**config.mk**
```make
export PLATFORM = sky130hd
export DESIGN_NAME = multicycle_control_fsm
export DESIGN_NICKNAME = d
export VERILOG_FILES = /design/src/rtl/multicycle_control_fsm.sv
export SDC_FILE = /design/constraint.sdc
export NUM_CORES = 1
export LEC_CHECK = 0
export BUFFER_PORTS_ARGS = -buffer_cell sky130_fd_sc_hd__buf_2
export CORE_UTILIZATION = 40
export DETAILED_ROUTE_END_ITERATION = 8
export GPL_TIMING_DRIVEN = 0
export HOLD_SLACK_MARGIN = 0.03
export PLACE_DENSITY = 0.7
export SLEW_MARGIN = 20
export SYNTH_ARGS = -nofsm -noshare
export SYNTH_HDL_FRONTEND = slang
export SYNTH_SLANG_ARGS = --single-unit
```
**constraint.sdc**
```tcl
create_clock -name clk -period 2.05 [get_ports clk]
set_clock_uncertainty 0.15 [all_clocks]
set_input_delay 0.1025 -clock clk [delete_from_list [all_inputs] [get_ports clk]]
set_output_delay 0.1025 -clock clk [all_outputs]
set_load 0.005 [all_outputs]
```
**src/rtl/multicycle_control_fsm.sv**
```systemverilog
// Main control FSM for the multi-cycle RV32 core: sequences fetch/decode/execute/memory/writeback
// for R-type, lw, sw and beq, with a ready watchdog that turns a stalled bus into a bus error.
module multicycle_control_fsm #(
  parameter int TIMEOUT = 16,
  parameter int TW      = 5
) (
  input  logic       clk,
  input  logic       reset,
  input  logic [6:0] opcode,
  input  logic       zero,
  input  logic       imem_ready,
  input  logic       dmem_ready,
  output logic       imem_req,
  output logic       ir_write,
  output logic       pc_write,
  output logic       pc_branch,
  output logic       dmem_req,
  output logic       dmem_we,
  output logic       reg_write,
  output logic       mem_to_reg,
  output logic       alu_src_b,
  output logic [1:0] aluop,
  output logic       illegal_instr,
  output logic       bus_error,
  output logic       instr_retired,
  output logic [2:0] state
);

  typedef enum logic [2:0] {
    FETCH  = 3'd0,
    DECODE = 3'd1,
    EXEC_R = 3'd2,
    WB_R   = 3'd3,
    ADDR   = 3'd4,
    MEM_RD = 3'd5,
    WB_MEM = 3'd6,
    MEM_WR = 3'd7
  } state_t;

  localparam logic [6:0] OP_R   = 7'b0110011;
  localparam logic [6:0] OP_LW  = 7'b0000011;
  localparam logic [6:0] OP_SW  = 7'b0100011;
  localparam logic [6:0] OP_BEQ = 7'b1100011;

  localparam bit            WD_EN   = (TIMEOUT > 0);
  localparam logic [TW-1:0] WD_LAST = WD_EN ? TW'(TIMEOUT - 1) : '0;

  state_t        state_reg, state_next;
  logic [TW-1:0] wd_reg, wd_next;
  logic          waiting;
  logic          ready_sel;
  logic          expire;

  always_ff @(posedge clk) begin
    if (reset) begin
      state_reg <= FETCH;
      wd_reg    <= '0;
    end else begin
      state_reg <= state_next;
      wd_reg    <= wd_next;
    end
  end

  // Ready arriving on the expiry cycle wins, so expiry is only declared while ready is low.
  always_comb begin
    waiting   = (state_reg == FETCH) || (state_reg == MEM_RD) || (state_reg == MEM_WR);
    ready_sel = (state_reg == FETCH) ? imem_ready : dmem_ready;
    expire    = WD_EN && waiting && !ready_sel && (wd_reg == WD_LAST);
  end

  always_comb begin
    state_next    = state_reg;
    imem_req      = 1'b0;
    ir_write      = 1'b0;
    pc_write      = 1'b0;
    pc_branch     = 1'b0;
    dmem_req      = 1'b0;
    dmem_we       = 1'b0;
    reg_write     = 1'b0;
    mem_to_reg    = 1'b0;
    alu_src_b     = 1'b0;
    aluop         = 2'b00;
    illegal_instr = 1'b0;
    bus_error     = expire;
    instr_retired = 1'b0;

    case (state_reg)
      FETCH: begin
        imem_req = 1'b1;
        if (imem_ready) begin
          ir_write   = 1'b1;
          pc_write   = 1'b1;
          state_next = DECODE;
        end else if (expire) begin
          state_next = FETCH;
        end
      end
      DECODE: begin
        state_next = FETCH;
        case (opcode)
          OP_R:         state_next = EXEC_R;
          OP_LW, OP_SW: state_next = ADDR;
          OP_BEQ: begin
            aluop         = 2'b01;
            pc_branch     = zero;
            instr_retired = 1'b1;
          end
          default:      illegal_instr = 1'b1;
        endcase
      end
      EXEC_R: begin
        aluop      = 2'b10;
        state_next = WB_R;
      end
      WB_R: begin
        aluop         = 2'b10;
        reg_write     = 1'b1;
        instr_retired = 1'b1;
        state_next    = FETCH;
      end
      ADDR: begin
        alu_src_b  = 1'b1;
        state_next = (opcode == OP_LW) ? MEM_RD : MEM_WR;
      end
      MEM_RD: begin
        alu_src_b = 1'b1;
        dmem_req  = 1'b1;
        if (dmem_ready)  state_next = WB_MEM;
        else if (expire) state_next = FETCH;
      end
      WB_MEM: begin
        reg_write     = 1'b1;
        mem_to_reg    = 1'b1;
        instr_retired = 1'b1;
        state_next    = FETCH;
      end
      MEM_WR: begin
        alu_src_b = 1'b1;
        dmem_req  = 1'b1;
        dmem_we   = 1'b1;
        if (dmem_ready) begin
          instr_retired = 1'b1;
          state_next    = FETCH;
        end else if (expire) begin
          state_next = FETCH;
        end
      end
      default: state_next = FETCH;
    endcase

    // Counter only runs while stalled in one wait state; any transition or expiry restarts it.
    wd_next = (waiting && !ready_sel && !expire) ? wd_reg + TW'(1) : '0;

    if (reset) begin
      imem_req      = 1'b0;
      ir_write      = 1'b0;
      pc_write      = 1'b0;
      pc_branch     = 1'b0;
      dmem_req      = 1'b0;
      dmem_we       = 1'b0;
      reg_write     = 1'b0;
      mem_to_reg    = 1'b0;
      alu_src_b     = 1'b0;
      aluop         = 2'b00;
      illegal_instr = 1'b0;
      bus_error     = 1'b0;
      instr_retired = 1'b0;
    end
  end

  assign state = reset ? 3'd0 : state_reg;

endmodule

```
* After elaboration in Yosys (flattened, before gate mapping)
Cells that the tools add are included.
** Word-level totals
- Bits of input ports :: 12
- Output and inout bits :: 17
- Register bits :: 8
- Word-level logic and storage cells :: 69
** Operators by class
- Reduce and logical (&&, ||, !) cells :: 15
- Bitwise logic cells :: 1
- Muxes and demuxes :: 38
- Equality and inequality tests :: 12
- Add/subtract/negate cells :: 1
** Operators with widths (number)
- $mux W1 :: 27
- $pmux W3 S7 :: 1
- $mux W3 :: 5
- $eq A7 B6 Y1 const B :: 2
- $eq A3 B3 Y1 const B :: 4
- $reduce_or A2 Y1 :: 5
- $eq A7 B2 Y1 const B :: 1
- $eq A7 B7 Y1 const B :: 1
- $eq A3 B2 Y1 const B :: 2
- $pmux W3 S2 :: 1
- $add A5 B1 Y5 const B :: 1
- $eq A5 B4 Y1 const B :: 1
- $mux W2 :: 2
- $pmux W2 S2 :: 1
- $reduce_or A4 Y1 :: 1
- $eq A3 B1 Y1 const B :: 1
- $logic_and A1 B1 Y1 :: 3
- $logic_not A3 Y1 :: 1
- $pmux W1 S3 :: 1
- $reduce_or A3 Y1 :: 1
- $logic_not A1 Y1 :: 2
- $logic_or A1 B1 Y1 :: 2
- $not A1 Y1 :: 1

* Longest topological paths before layout
- Depth after elaboration :: 9
- Depth in mapped cells :: 6
- Depth with buffers taken out :: 6

* Worst setup path after synthesis
OpenSTA, ideal clock, no wires.
- Kind :: register -> register
- Start :: register wd_reg[0]
- End :: register state_reg[2]
- Setup slack :: 405 ps
- Clock period less this slack :: 1645 ps
- Cell stages (with the launch flop) :: 7
- Buffers on the path :: 0
- Required time :: 1830 ps
- Arrival :: 1425 ps
- Library setup time :: 70 ps
- Path through :: dfxtp_1 > ha_1 > and3_1 > ha_1 > and3b_1 > a211o_1 > a21oi_1
** Between the ends
- Word-level cells in the longest chain between the ends :: 5
- Elaborated cells between the ends (all ways) :: 7
- Those cells by class :: eq/ne: 1; mux: 5; reduce/logical: 1
** Ends and longest elaborated chain
- from (decl) :: RTL line 49 : logic [TW-1:0] wd_reg, wd_next;
- from (signal assigned) :: RTL line 60 : wd_reg <= wd_next;
- $eq A5 B4 Y1 (*) :: RTL line 68 : expire = WD_EN && waiting && !ready_sel && (wd_reg == WD_LAST);
- $logic_and A1 B1 Y1 (*) :: RTL line 68
- $mux W3 (*)
- $mux W3, on equally long branches
- $pmux W3 S7 (*)
- to (signal assigned) :: RTL line 59 : state_reg <= state_next;
- to (decl) :: RTL line 48 : state_t state_reg, state_next;
Every way passes the cells marked *; elsewhere a longest branch is shown, timed or not.
A chain may end at the register's enable or synchronous reset.

* Worst setup path after layout
- Start :: register state_reg[2]
- End :: output port pc_branch
** Between the ends
- Word-level cells in the longest chain between the ends :: 3
** Ends and longest elaborated chain
- $eq A3 B1 Y1 :: RTL line 87 : case (state_reg)
- $mux W1 :: RTL line 87
- $mux W1 :: RTL line 154 : if (reset) begin
- to (decl) :: RTL line 16 : output logic pc_branch,
No other way between the ends.

==> metrics.md <==
| Metric | Value |
|---|---|
| Tot Pwr | 0.398 mW |
| Maximum vdd drop | 0.000334 V |
| CTS H-tree lvls | 1 |
| Iter 0 DRT Violations | 15 |
| HPWL after detailed placement | 1.18 mm |
| Largest net degree at the start of global routing | 11 |
| Residual DRC | 0 |
| Internal power | 0.287 mW |
| DR WL/cell | 12.0 um |
| Seq cells post-synth | 8 |
| Place WS | 299 ps |
| Crit. End Element | primary output |
| Top-area cell type share of the netlist area | 25.5% |
| Sw Ratio | 28.0% |
| Area fraction in compound gates after synthesis | 15.3% |
| CTS Buffer Depth | 2 |
| Setup TNS Final | 0 ps |
| Endpoints failing hold | 0 |
| Die Y | 41.6 um |
| Initial Utilization | 45.4% |
| Lkg Pwr | 0.426 nW |
| Placed Instances | 125 |
| Reg2reg end | wd_reg[3] |
| Worst setup SP type | flip-flop |
| Cells after Synth | 82 |
| # port buffers | 28 |
| Worst R2R Path Depth | 5 |
| RSZ-0062 raised after global routing | yes |
| Post-synthesis simple-gate area fraction | 39.0% |
| Clock power frac | 28.5% |
| Synthesized area | 628 um2 |
| First-pass GRT wire length | 2.62 mm |
| CTS Hold Buffers Added | 0 |
| Layout net count | 133 |
| Setup CP Type | flip-flop to primary output |
| Crit-path max FO | 5 |
| Syn Area/Cell | 7.66 um2 |
| Leading post-synthesis cells by cell area | dfxtp_1, nor2_1, inv_1 |
| Total congestion overflow | 0 |
| Finished Cell Area | 862 um2 |
| Post-synthesis sequential area ratio | 25.5% |
| Vias | 692 |
| Antenna viol nets, final | 0 |
| Mux contribution to synthesized area | 0% |
| Cts bufs inserted | 3 |
| HP Start | opcode[3] |
| Post-route insts no fill | 132 |
| Post-synth top area cell | dfxtp_1 |
| Clock sinks | 8 |
| Drt total wl | 1.59 mm |
| Worst Hold Path EP | state_reg[2] |
| Hold WS | 47.0 ps |
| Sequential share of power | 42.3% |
| Max FFs per register | 5 |
| Synth Area in XOR/XNOR | 4.18% |
| Final GP Congestion | 0.780 |
| Total GRT Usage | 18.3% |
| Main combinational cell family by area after synthesis | simple AND/OR/NAND/NOR gates |
| Critical Path AT | 1720 ps |
| Syn Nets | 96 |
| Clock slew at reported path FFs | 50 ps |
| Outcome | complete, no violations |
| Net Sw Power | 0.111 mW |
| Setup-failing EPs final | 0 |
| Final WS setup | 73.5 ps |
| Clk Latency, worst-skew pair | 240 ps |
| Logic pwr share | 29.2% |
| Adder-Cell Fraction of Synth Area | 5.58% |
| Die ar. | 1730 um2 |
| Req. time, crit path | 1800 ps |
| Rows | 13 |
| Slew headroom | 65.4% |
| Vias in the first global route | 660 |
| Layout fillers | 128 |
| Synth unique cells | 39 |
| Final min period | 1980 ps |
| Clock root buffer | clkbuf_4 |
| Initial antenna violation count | 0 |
| Pwr per Cell Area | 462 nW/um2 |
| Layout cell share with drive strength beyond 1 | 37.6% |
| Die width | 41.6 um |
| Synth-to-Final Area Change | 37.3% |
| R2r startpoint | state_reg[0] |
| Synth warnings | 0 |
| Diodes inserted | 0 |
| Final core utilization | 62.4% |
| Period utilization | 96.4% |
| CTS tree | done |
| Worst Hold Depth | 4 |
| R2R Setup Slk | 270 ps |
| Hold WC Path Type | input port to flip-flop |
| Placed cell area | 787 um2 |
| Max-slew violation count | 0 |
| Max Cap Viol | 0 |
| Max Freq | 506 MHz |
| CORE AREA | 1380 um2 |
| Drt pass-1 iters | 4 |
| I/O Pins | 29 |
| Worst slew pin tran | 511 ps |
| Via density | 5.24 |
-- timing repair --
action | 4_1_cts | 5_1_grt
hold endpoints to repair | 0 | 0
setup endpoints to repair | 0 | 2
buffers inserted | 0 | 4
resized for setup | 0 | 10
-- cell type report --
| class | count | area [um2] | area share [%] |
|---|---|---|---|
| inverters | 8 | 30.0 | 3.48 |
| flip-flops and latches | 8 | 161 | 18.7 |
| repair buffers | 32 | 170 | 19.7 |
| plain buffers | 6 | 43.8 | 5.08 |
| clock buffers | 3 | 22.5 | 2.61 |
| multi-input cells | 60 | 415 | 48.2 |
| well taps | 15 | 18.8 | 2.18 |
-- logic make-up after synthesis --
| logic type | after synthesis |
|---|---|
| AND/OR/NAND/NOR | 40 |
| AO/OA/AOI/OAI | 14 |
| buffers and inverters | 14 |
| flip-flops | 8 |
| XOR/XNOR | 3 |
| adder cells (fa/ha/maj) | 3 |
-- cells in the mapped netlist, drive strengths merged --
library cell,count
a2111oi,1
a211o,2
a211oi,1
a21o,1
a21oi,4
a41oi,1
and2,3
and3,3
and3b,1
buf,3
clkbuf,3
dfxtp,8
ha,2
inv,8
maj3,1
nand2,2
nand2b,2
nand3,2
nand3b,1
nand4,1
nand4bb,1
nor2,11
nor2b,3
nor3,1
nor3b,1
nor4,3
nor4b,1
nor4bb,1
o211ai,1
o21ai,2
o41ai,1
or3,1
or4,1
or4b,1
xnor2,2
xor2,1
-- worst max-delay path, stage by stage (launching register included) --
cell and delay [ps]:
dfxtp_2 320, buf_6 120, or4b_4 500, nor4_4 290
and2_1 150, buf_2 100
-- cell usage in the layout, fill, tap and decap left out, drive strengths merged, types with 2 or more instances in the layout --
cell type  count
buf           35
nor2          11
inv            8
dfxtp          8
clkbuf         6
a21oi          4
and3           3
nor2b          3
and2           3
nor4           3
nand2          2
nand2b         2
xnor2          2
nand3          2
a211o          2
o21ai          2
ha             2
-- power by group through the flow --
| stage | clock network (mW) | registers, mW | logic, mW |
|---|---|---|---|
| CTS | 0.117 | 0.168 | 0.103 |
| finish | 0.114 | 0.168 | 0.116 |
| detailed placement | 0 | 0.171 | 0.103 |
| floorplan | 0 | 0.169 | 0.0664 |
| global route | 0.127 | 0.169 | 0.129 |
| global placement | 0 | 0.170 | 0.101 |
-- per-layer routing --
layer	GRT usage (%)	up-vias	part of all wire [%]
li1	-	360	-
met1	22.0	311	44
met2	33.1	19	51
met3	2.61	2	4.2
met4	5.81	0	0.50
met5	0	-	0
-- worst max path at each step --
stage,from,endpoint,depth (start not counted)
after floorplan,wd_reg[0],state_reg[2],6
after global placement,wd_reg[0],state_reg[2],6
after detailed placement,wd_reg[0],state_reg[2],6
after CTS,state_reg[2],pc_branch,5
after global routing,state_reg[2],pc_branch,5
final,state_reg[2],pc_branch,5
Power figures use the tool's default switching activity.
